[src/rtl/hbm_tg_pkg.sv]
// Shared state encoding, AXI constants and pattern/error helpers for the
// HBM AXI traffic generator.
package hbm_tg_pkg;

  typedef enum logic [2:0] {
    TG_IDLE    = 3'd0,
    TG_WR_ADDR = 3'd1,
    TG_WR_DATA = 3'd2,
    TG_WR_RESP = 3'd3,
    TG_RD_ADDR = 3'd4,
    TG_RD_DATA = 3'd5,
    TG_DONE    = 3'd6
  } tg_state_e;

  localparam logic [1:0] AXI_BURST_INCR = 2'b01;
  localparam logic [1:0] AXI_RESP_OKAY  = 2'b00;

  // One 32-bit lane of the test pattern: burst index, beat index, lane index.
  function automatic logic [31:0] pattern_lane(input logic [15:0] burst_idx,
                                               input logic [7:0]  beat_idx,
                                               input logic [7:0]  lane_idx);
    return {burst_idx, beat_idx, lane_idx};
  endfunction

  // Error counter add that sticks at all-ones instead of wrapping.
  function automatic logic [15:0] err_sat_add(input logic [15:0] cnt,
                                              input logic [2:0]  inc);
    logic [16:0] sum;
    sum = {1'b0, cnt} + {14'd0, inc};
    return sum[16] ? 16'hFFFF : sum[15:0];
  endfunction

endpackage

[src/rtl/hbm_axi_traffic_gen_if.sv]
// AXI4 bus bundle between the traffic generator (master) and one memory
// channel (slave).
interface hbm_axi_traffic_gen_if #(
  parameter int ADDR_WIDTH = 33,
  parameter int DATA_WIDTH = 256,
  parameter int ID_WIDTH   = 9
);
  logic                    awvalid;
  logic                    awready;
  logic [ID_WIDTH-1:0]     awid;
  logic [ADDR_WIDTH-1:0]   awaddr;
  logic [7:0]              awlen;
  logic [2:0]              awsize;
  logic [1:0]              awburst;
  logic                    wvalid;
  logic                    wready;
  logic [DATA_WIDTH-1:0]   wdata;
  logic [DATA_WIDTH/8-1:0] wstrb;
  logic                    wlast;
  logic                    bvalid;
  logic                    bready;
  logic [ID_WIDTH-1:0]     bid;
  logic [1:0]              bresp;
  logic                    arvalid;
  logic                    arready;
  logic [ID_WIDTH-1:0]     arid;
  logic [ADDR_WIDTH-1:0]   araddr;
  logic [7:0]              arlen;
  logic [2:0]              arsize;
  logic [1:0]              arburst;
  logic                    rvalid;
  logic                    rready;
  logic [ID_WIDTH-1:0]     rid;
  logic [DATA_WIDTH-1:0]   rdata;
  logic [1:0]              rresp;
  logic                    rlast;

  modport master (
    output awvalid, awid, awaddr, awlen, awsize, awburst,
    output wvalid, wdata, wstrb, wlast, bready,
    output arvalid, arid, araddr, arlen, arsize, arburst, rready,
    input  awready, wready, bvalid, bid, bresp,
    input  arready, rvalid, rid, rdata, rresp, rlast
  );

  modport slave (
    input  awvalid, awid, awaddr, awlen, awsize, awburst,
    input  wvalid, wdata, wstrb, wlast, bready,
    input  arvalid, arid, araddr, arlen, arsize, arburst, rready,
    output awready, wready, bvalid, bid, bresp,
    output arready, rvalid, rid, rdata, rresp, rlast
  );
endinterface

[src/rtl/hbm_tg_pattern.sv]
// Combinational beat generator: full data word for a given burst and beat,
// shared by the write data path and the read checker.
module hbm_tg_pattern
  import hbm_tg_pkg::*;
#(
  parameter int DATA_WIDTH = 256
) (
  input  logic [15:0]           burst_idx,
  input  logic [7:0]            beat_idx,
  output logic [DATA_WIDTH-1:0] data
);
  localparam int LANES = DATA_WIDTH / 32;

  // Fill every 32-bit lane with its pattern word.
  always_comb begin
    data = '0;
    for (int k = 0; k < LANES; k++) begin
      data[k*32 +: 32] = pattern_lane(burst_idx, beat_idx, 8'(k));
    end
  end
endmodule

[src/rtl/hbm_axi_traffic_gen.sv]
// AXI4 write/read-back/compare traffic generator for one HBM channel:
// per burst it writes a known pattern, reads it back and counts errors.
module hbm_axi_traffic_gen
  import hbm_tg_pkg::*;
#(
  parameter int ADDR_WIDTH = 33,
  parameter int DATA_WIDTH = 256,
  parameter int ID_WIDTH   = 9,
  parameter int BURST_LEN  = 8
) (
  input  logic                  clk,
  input  logic                  reset,
  input  logic                  start,
  input  logic [ADDR_WIDTH-1:0] base_addr,
  input  logic [15:0]           num_bursts,
  output logic                  busy,
  output logic                  done,
  output logic                  pass,
  output logic [15:0]           err_count,
  hbm_axi_traffic_gen_if.master axi
);
  localparam logic [7:0]            LAST_BEAT   = 8'(BURST_LEN - 1);
  localparam logic [ADDR_WIDTH-1:0] BURST_BYTES = ADDR_WIDTH'(BURST_LEN * (DATA_WIDTH / 8));
  localparam logic [2:0]            BEAT_SIZE   = 3'($clog2(DATA_WIDTH / 8));

  tg_state_e             state_r, state_nxt_s;
  logic [ADDR_WIDTH-1:0] addr_r;
  logic [15:0]           num_bursts_r, burst_cnt_r, err_cnt_r, err_nxt_s;
  logic [7:0]            beat_cnt_r;
  logic                  awvalid_r, wvalid_r, bready_r, arvalid_r, rready_r;
  logic                  busy_r, done_r, pass_r, done_nxt_s;
  logic                  accept_s, beat_last_s, last_burst_s;
  logic                  aw_hs_s, w_hs_s, b_hs_s, ar_hs_s, r_hs_s;
  logic                  b_err_s, r_data_err_s, r_resp_err_s, r_last_err_s;
  logic [2:0]            err_inc_s;
  logic [DATA_WIDTH-1:0] pattern_s;
  logic                  unused_id_s;

  assign accept_s     = (state_r == TG_IDLE) && start;
  assign beat_last_s  = (beat_cnt_r == LAST_BEAT);
  assign last_burst_s = ((burst_cnt_r + 16'd1) == num_bursts_r);
  assign aw_hs_s      = awvalid_r & axi.awready;
  assign w_hs_s       = wvalid_r & axi.wready;
  assign b_hs_s       = bready_r & axi.bvalid;
  assign ar_hs_s      = arvalid_r & axi.arready;
  assign r_hs_s       = rready_r & axi.rvalid;

  // Only one of W and R is ever active, so one generator serves both paths.
  hbm_tg_pattern #(.DATA_WIDTH(DATA_WIDTH)) u_pattern (
    .burst_idx (burst_cnt_r),
    .beat_idx  (beat_cnt_r),
    .data      (pattern_s)
  );

  assign b_err_s      = b_hs_s & (axi.bresp != AXI_RESP_OKAY);
  assign r_data_err_s = r_hs_s & (axi.rdata != pattern_s);
  assign r_resp_err_s = r_hs_s & (axi.rresp != AXI_RESP_OKAY);
  assign r_last_err_s = r_hs_s & (axi.rlast != beat_last_s);
  assign err_inc_s    = {2'b00, b_err_s} + {2'b00, r_data_err_s}
                      + {2'b00, r_resp_err_s} + {2'b00, r_last_err_s};
  assign done_nxt_s   = (state_nxt_s == TG_DONE) | (done_r & ~accept_s);

  // Next-state logic of the burst sequencer.
  always_comb begin
    state_nxt_s = state_r;
    case (state_r)
      TG_IDLE: begin
        if (start) state_nxt_s = (num_bursts == 16'd0) ? TG_DONE : TG_WR_ADDR;
        else       state_nxt_s = TG_IDLE;
      end
      TG_WR_ADDR: begin
        if (aw_hs_s) state_nxt_s = TG_WR_DATA;
        else         state_nxt_s = TG_WR_ADDR;
      end
      TG_WR_DATA: begin
        if (w_hs_s && beat_last_s) state_nxt_s = TG_WR_RESP;
        else                       state_nxt_s = TG_WR_DATA;
      end
      TG_WR_RESP: begin
        if (b_hs_s) state_nxt_s = TG_RD_ADDR;
        else        state_nxt_s = TG_WR_RESP;
      end
      TG_RD_ADDR: begin
        if (ar_hs_s) state_nxt_s = TG_RD_DATA;
        else         state_nxt_s = TG_RD_ADDR;
      end
      TG_RD_DATA: begin
        if (r_hs_s && beat_last_s) state_nxt_s = last_burst_s ? TG_DONE : TG_WR_ADDR;
        else                       state_nxt_s = TG_RD_DATA;
      end
      TG_DONE:  state_nxt_s = TG_IDLE;
      default:  state_nxt_s = TG_IDLE;
    endcase
  end

  // Error accumulation; a new run starts from zero.
  always_comb begin
    err_nxt_s = err_cnt_r;
    if (accept_s) err_nxt_s = 16'h0000;
    else          err_nxt_s = err_sat_add(err_cnt_r, err_inc_s);
  end

  // State register and channel controls, registered from the next state.
  always_ff @(posedge clk or posedge reset) begin
    if (reset) begin
      state_r   <= TG_IDLE;
      awvalid_r <= 1'b0;
      wvalid_r  <= 1'b0;
      bready_r  <= 1'b0;
      arvalid_r <= 1'b0;
      rready_r  <= 1'b0;
      busy_r    <= 1'b0;
      done_r    <= 1'b0;
      pass_r    <= 1'b0;
      err_cnt_r <= 16'h0000;
    end else begin
      state_r   <= state_nxt_s;
      awvalid_r <= (state_nxt_s == TG_WR_ADDR);
      wvalid_r  <= (state_nxt_s == TG_WR_DATA);
      bready_r  <= (state_nxt_s == TG_WR_RESP);
      arvalid_r <= (state_nxt_s == TG_RD_ADDR);
      rready_r  <= (state_nxt_s == TG_RD_DATA);
      busy_r    <= (state_nxt_s != TG_IDLE) && (state_nxt_s != TG_DONE);
      done_r    <= done_nxt_s;
      pass_r    <= done_nxt_s && (err_nxt_s == 16'h0000);
      err_cnt_r <= err_nxt_s;
    end
  end

  // Run parameters, burst address/index and beat counter.
  always_ff @(posedge clk or posedge reset) begin
    if (reset) begin
      addr_r       <= '0;
      num_bursts_r <= 16'd0;
      burst_cnt_r  <= 16'd0;
      beat_cnt_r   <= 8'd0;
    end else begin
      if (accept_s) begin
        addr_r       <= base_addr;
        num_bursts_r <= num_bursts;
        burst_cnt_r  <= 16'd0;
      end else if (r_hs_s && beat_last_s) begin
        addr_r      <= addr_r + BURST_BYTES;
        burst_cnt_r <= burst_cnt_r + 16'd1;
      end else begin
        addr_r      <= addr_r;
        burst_cnt_r <= burst_cnt_r;
      end
      if (accept_s || aw_hs_s || ar_hs_s) beat_cnt_r <= 8'd0;
      else if (w_hs_s || r_hs_s)           beat_cnt_r <= beat_cnt_r + 8'd1;
      else                                 beat_cnt_r <= beat_cnt_r;
    end
  end

  assign axi.awvalid = awvalid_r;
  assign axi.awid    = {ID_WIDTH{1'b0}};
  assign axi.awaddr  = addr_r;
  assign axi.awlen   = LAST_BEAT;
  assign axi.awsize  = BEAT_SIZE;
  assign axi.awburst = AXI_BURST_INCR;
  assign axi.wvalid  = wvalid_r;
  assign axi.wdata   = pattern_s;
  assign axi.wstrb   = {(DATA_WIDTH/8){1'b1}};
  assign axi.wlast   = wvalid_r & beat_last_s;
  assign axi.bready  = bready_r;
  assign axi.arvalid = arvalid_r;
  assign axi.arid    = {ID_WIDTH{1'b0}};
  assign axi.araddr  = addr_r;
  assign axi.arlen   = LAST_BEAT;
  assign axi.arsize  = BEAT_SIZE;
  assign axi.arburst = AXI_BURST_INCR;
  assign axi.rready  = rready_r;

  assign busy        = busy_r;
  assign done        = done_r;
  assign pass        = pass_r;
  assign err_count   = err_cnt_r;
  assign unused_id_s = ^{axi.bid, axi.rid};
endmodule

[src/flat_wrapper.sv]
// flat-port wrapper written by rule: the top's interface ports become plain ports
module hbm_axi_traffic_gen_flat import hbm_tg_pkg::*;
#(
  parameter int ADDR_WIDTH = 33,
  parameter int DATA_WIDTH = 256,
  parameter int ID_WIDTH   = 9,
  parameter int BURST_LEN  = 8
)
  (clk, reset, start, base_addr, num_bursts, busy, done, pass, err_count, axi_awvalid, axi_awid, axi_awaddr, axi_awlen, axi_awsize, axi_awburst, axi_wvalid, axi_wdata, axi_wstrb, axi_wlast, axi_bready, axi_arvalid, axi_arid, axi_araddr, axi_arlen, axi_arsize, axi_arburst, axi_rready, axi_awready, axi_wready, axi_bvalid, axi_bid, axi_bresp, axi_arready, axi_rvalid, axi_rid, axi_rdata, axi_rresp, axi_rlast);
  hbm_axi_traffic_gen_if #(.ADDR_WIDTH(ADDR_WIDTH), .DATA_WIDTH(DATA_WIDTH), .ID_WIDTH(ID_WIDTH)) axi_i ();
  input  logic clk;
  input  logic reset;
  input  logic start;
  input  logic [ADDR_WIDTH-1:0] base_addr;
  input  logic [15:0] num_bursts;
  output logic busy;
  output logic done;
  output logic pass;
  output logic [15:0] err_count;
  output wire logic [$bits(axi_i.awvalid)-1:0] axi_awvalid;
  output wire logic [$bits(axi_i.awid)-1:0] axi_awid;
  output wire logic [$bits(axi_i.awaddr)-1:0] axi_awaddr;
  output wire logic [$bits(axi_i.awlen)-1:0] axi_awlen;
  output wire logic [$bits(axi_i.awsize)-1:0] axi_awsize;
  output wire logic [$bits(axi_i.awburst)-1:0] axi_awburst;
  output wire logic [$bits(axi_i.wvalid)-1:0] axi_wvalid;
  output wire logic [$bits(axi_i.wdata)-1:0] axi_wdata;
  output wire logic [$bits(axi_i.wstrb)-1:0] axi_wstrb;
  output wire logic [$bits(axi_i.wlast)-1:0] axi_wlast;
  output wire logic [$bits(axi_i.bready)-1:0] axi_bready;
  output wire logic [$bits(axi_i.arvalid)-1:0] axi_arvalid;
  output wire logic [$bits(axi_i.arid)-1:0] axi_arid;
  output wire logic [$bits(axi_i.araddr)-1:0] axi_araddr;
  output wire logic [$bits(axi_i.arlen)-1:0] axi_arlen;
  output wire logic [$bits(axi_i.arsize)-1:0] axi_arsize;
  output wire logic [$bits(axi_i.arburst)-1:0] axi_arburst;
  output wire logic [$bits(axi_i.rready)-1:0] axi_rready;
  input wire logic [$bits(axi_i.awready)-1:0] axi_awready;
  input wire logic [$bits(axi_i.wready)-1:0] axi_wready;
  input wire logic [$bits(axi_i.bvalid)-1:0] axi_bvalid;
  input wire logic [$bits(axi_i.bid)-1:0] axi_bid;
  input wire logic [$bits(axi_i.bresp)-1:0] axi_bresp;
  input wire logic [$bits(axi_i.arready)-1:0] axi_arready;
  input wire logic [$bits(axi_i.rvalid)-1:0] axi_rvalid;
  input wire logic [$bits(axi_i.rid)-1:0] axi_rid;
  input wire logic [$bits(axi_i.rdata)-1:0] axi_rdata;
  input wire logic [$bits(axi_i.rresp)-1:0] axi_rresp;
  input wire logic [$bits(axi_i.rlast)-1:0] axi_rlast;
  assign axi_awvalid = axi_i.awvalid;
  assign axi_awid = axi_i.awid;
  assign axi_awaddr = axi_i.awaddr;
  assign axi_awlen = axi_i.awlen;
  assign axi_awsize = axi_i.awsize;
  assign axi_awburst = axi_i.awburst;
  assign axi_wvalid = axi_i.wvalid;
  assign axi_wdata = axi_i.wdata;
  assign axi_wstrb = axi_i.wstrb;
  assign axi_wlast = axi_i.wlast;
  assign axi_bready = axi_i.bready;
  assign axi_arvalid = axi_i.arvalid;
  assign axi_arid = axi_i.arid;
  assign axi_araddr = axi_i.araddr;
  assign axi_arlen = axi_i.arlen;
  assign axi_arsize = axi_i.arsize;
  assign axi_arburst = axi_i.arburst;
  assign axi_rready = axi_i.rready;
  assign axi_i.awready = axi_awready;
  assign axi_i.wready = axi_wready;
  assign axi_i.bvalid = axi_bvalid;
  assign axi_i.bid = axi_bid;
  assign axi_i.bresp = axi_bresp;
  assign axi_i.arready = axi_arready;
  assign axi_i.rvalid = axi_rvalid;
  assign axi_i.rid = axi_rid;
  assign axi_i.rdata = axi_rdata;
  assign axi_i.rresp = axi_rresp;
  assign axi_i.rlast = axi_rlast;
  hbm_axi_traffic_gen #(.ADDR_WIDTH(ADDR_WIDTH), .DATA_WIDTH(DATA_WIDTH), .ID_WIDTH(ID_WIDTH), .BURST_LEN(BURST_LEN)) u_core (.clk(clk), .reset(reset), .start(start), .base_addr(base_addr), .num_bursts(num_bursts), .busy(busy), .done(done), .pass(pass), .err_count(err_count), .axi(axi_i));
endmodule
[config.mk]
export PLATFORM = sky130hd
export DESIGN_NAME = hbm_axi_traffic_gen_flat
export DESIGN_NICKNAME = d
export VERILOG_FILES = /design/src/rtl/hbm_tg_pkg.sv /design/src/rtl/hbm_axi_traffic_gen_if.sv /design/src/rtl/hbm_tg_pattern.sv /design/src/rtl/hbm_axi_traffic_gen.sv /design/src/flat_wrapper.sv
export SDC_FILE = /design/constraint.sdc
export NUM_CORES = 1
export LEC_CHECK = 0
export ABC_AREA = 1
export BUFFER_PORTS_ARGS = -buffer_cell sky130_fd_sc_hd__buf_4
export CAP_MARGIN = 20
export CORE_AREA = 2 2 296 298
export DETAILED_ROUTE_END_ITERATION = 8
export DIE_AREA = 0 0 298 300
export GPL_TIMING_DRIVEN = 0
export PLACE_DENSITY = 0.33
export RECOVER_POWER = 100
export SETUP_SLACK_MARGIN = 0.02
export SYNTH_ARGS = -nofsm -noshare
export SYNTH_HDL_FRONTEND = slang
export SYNTH_SLANG_ARGS = --single-unit
[constraint.sdc]
create_clock -name clk -period 5.6 [get_ports clk]
set_clock_uncertainty 0.15 [all_clocks]
set_input_delay 0.56 -clock clk [delete_from_list [all_inputs] [get_ports clk]]
set_output_delay 0.56 -clock clk [all_outputs]
set_load 0.01 [all_outputs]
==> impl_results.md <==
- Remaining DRCs: 0
- CP max FO: 10
- Cell repeated most along the worst path: nor2_4
- Initial Utilization: 0.123
- Final Hold Viols: 0
- Startpoint Class: flip-flop
- First-pass GRT wire length: 82800 microns
- Final setup margin: 391 ps
- Synth-to-layout area growth: 66.7%
- Cell taking the most area after synthesis: buf_4
- Clk slew on worst S/H paths: 90 ps
- Critical Path RT: 5720 ps
- Cells after Synth: 1460
- Filler cells: 9817
- Maximum number of pins on one net before global-route repair: 77
- Core outline area: 86200 sq um
- GPL Wtd Cong: 0.879
- FFs w/ async S/R, synth: 1.00
- Crit share post-route: 0.930
- Root Buffer Master: clkbuf_16
- Status: finished with violations
- Post-route minimum period: 5210 ps
- Type of the tightest min-delay check: input port to flip-flop
- H-tree lvl count: 3
- Initial DRC count: 695
- Area after DPL: 17100 sq um
- Share of cells above drive strength 1: 0.448
- Fin. max-slew vios: 77
- Synth top cells by count: buf_4 (344), nand2_1 (254), inv_1 (120)
- WL final: 59800 microns
- Hold slack: 210 ps
- Cell with the most instances after synthesis: buf_4
- PwrDens: 227 nW/um^2
- Leakage power: 8.80 nW
- Vias: 11800
- Num ports: 759
- Max_slew headroom: -0.466
- VDD IR max: 0.000146 V
- Global route overflow: 0
- Top cell type's share of synthesized area: 0.244
- Row count: 108
- Post-route ant nets: 0
- Buf/Inv on CP: 3
- Violated checks: capacitance limit, slew limit
- Crit path DAT: 5330 ps
- Vias in the first global route: 11700
- Pre-CTS WS: -1620 ps
- Worst-Margin Slew: 2200 ps
- Tot Pwr: 4.00 mW
- Top delay family on crit path: simple AND/OR/NAND/NOR gates
- Clock buffer depth: 2
- Clk sinks: 100
- Post-synthesis sequential area ratio: 0.236
- Crit end category: flip-flop
- EDFF count, synth: 0
- Dpl hpwl: 51200 microns
- Chip Width: 298 microns
- Count of final setup violators: 0
- Die span in y: 300 microns
- Post-synth cell types: 50
- Area of the multi-input gates: 5600 sq um
- Flop2flop setup slack: 390 ps
- TritonCTS Buffers: 9
- Wirelength per Cell: 17.6 microns
- Pre-Repair DR Iteration Count: 5
- Final-stage net count: 2583
- Fin area: 17700 sq um
- Mean Syn Cell Area: 7.25 sq um
- Initial antenna violation count: 5
- Register area: 2520 sq um
- Highest Clock Rate: 192 MHz
- Synth Cell Area: 10600 sq um
- Avg Vias per Cell: 3.46
- Ranking of synthesized cells by area: buf_4 (24%), dfrtp_1 (24%), nand2_1 (9.0%)
- Ys Warns: 0
- Critical-path top delay cell: fa_2
- Tot GR Track Use: 0.128
- CTS tree: yes
- Yosys reg bits: 100
- Die Area: 89400 sq um
- Main flop type after synthesis: dfrtp_1
- Skew-Pair Late Insertion Delay: 400 ps
- Max-cap violation count: 1
- RSZ-0062 raised after global routing: no
- Input/output buffers: 600
- Max incr delay on CP: 580 ps
- Critical path type: flip-flop to flip-flop
[worst register-to-register path: cells and delay by family (launching register included)]
family,cells,cell delay (ps)
AOI/OAI and AO/OA,6,920
adders and majority gates,4,1300
buffers and inverters,3,310
DFF,1,420
and+or+nand+nor,13,2010
[cells by family after synthesis]
kind of cell | after synthesis | synth area share
buffers and inverters | 503 | 0.303
XOR/XNOR | 154 | 0.130
other | 2 | 0.000709
AND/OR/NAND/NOR | 562 | 0.245
AO/OA/AOI/OAI | 129 | 0.0717
flip-flops | 100 | 0.236
adder cells (fa/ha/maj) | 10 | 0.0132
[worst paths after layout]
path,startpoint,endpoint,depth (start not counted)
setup / recovery,u_core.burst_cnt_r[1]$_DFFE_PP0N_,u_core.pass$_DFF_PP0_,26
hold / removal,base_addr[4],u_core.axi.araddr[4]$_DFFE_PP0P_,3
setup reg to reg,u_core.burst_cnt_r[1]$_DFFE_PP0N_,u_core.pass$_DFF_PP0_,26
hold reg to reg,u_core.num_bursts_r[0]$_DFFE_PP0P_,u_core.num_bursts_r[0]$_DFFE_PP0P_,2
max in group asynchronous,reset,u_core.burst_cnt_r[10]$_DFFE_PP0N_,4
min in group asynchronous,reset,u_core.err_count[5]$_DFF_PP0_,3
[cells in the final DEF, fill, tap and decap left out, drive strengths merged, types with 5 or more instances in the layout]
cell type    n
nand2      256
nand3       63
o211ai      12
nand3b       5
conb       140
buf        708
o221ai       5
nor3        28
xor2        80
o22ai       11
xnor2       72
inv        122
dfrtp      100
ha           8
nor2       100
nand4       55
a21oi       31
o21ai       55
or3          8
and3         7
nor4        31
diode        5
clkbuf     308
or2          7
[state kept, by name, summed over array words and instances (netlist names)]
register and flops:
u_core.axi.araddr 33, u_core.axi.arvalid 1, u_core.axi.awvalid 1, u_core.axi.bready 1
u_core.axi.rready 1, u_core.axi.wvalid 1, u_core.beat_cnt_r 8, u_core.burst_cnt_r 16
u_core.busy 1, u_core.done 1, u_core.err_count 16, u_core.num_bursts_r 16
u_core.pass 1, u_core.state_r 3
[power by group]
group          switching, mW  internal [mW]
Clock                  0.339          0.318
Combinational           1.09          0.988
Sequential             0.334          0.935
[routing by layer]
metal,track usage,share of wire,vias up
li1,-,-,5822
met4,0.0279,0.012,4
met2,0.238,0.53,472
met5,0,0.00033,-
met1,0.146,0.40,5446
met3,0.0319,0.064,35
[final cells by class]
cell class | count | share of cell area
Inverter | 123 | 0.0264
Clock buffer | 10 | 0.0135
Tap cell | 1155 | 0.0819
Multi-Input combinational cell | 995 | 0.317
Clock inverter | 6 | 0.00262
Sequential cell | 100 | 0.143
Timing Repair Buffer | 629 | 0.252
Antenna cell | 5 | 0.000709
Buffer | 379 | 0.162
[timing repair]
item                                    4_1_cts  5_1_grt
pin swaps                                     7       14
hold buffers                                  1        0
endpoints found under the setup margin       17        1
endpoints found under the hold margin        24        0
resized for setup                            85       31
setup buffers                                10       12
[stage by stage]
step	setup TNS, ps	cells	util
6_report	0	3402	0.205
5_1_grt	0	3398	0.205
4_1_cts	0	3385	0.206
3_5_place_dp	-19450	3358	0.199
3_3_place_gp	-29980	3353	0.198
2_1_floorplan	0	1598	-
No activity file was read; power rests on OpenSTA's default activity.
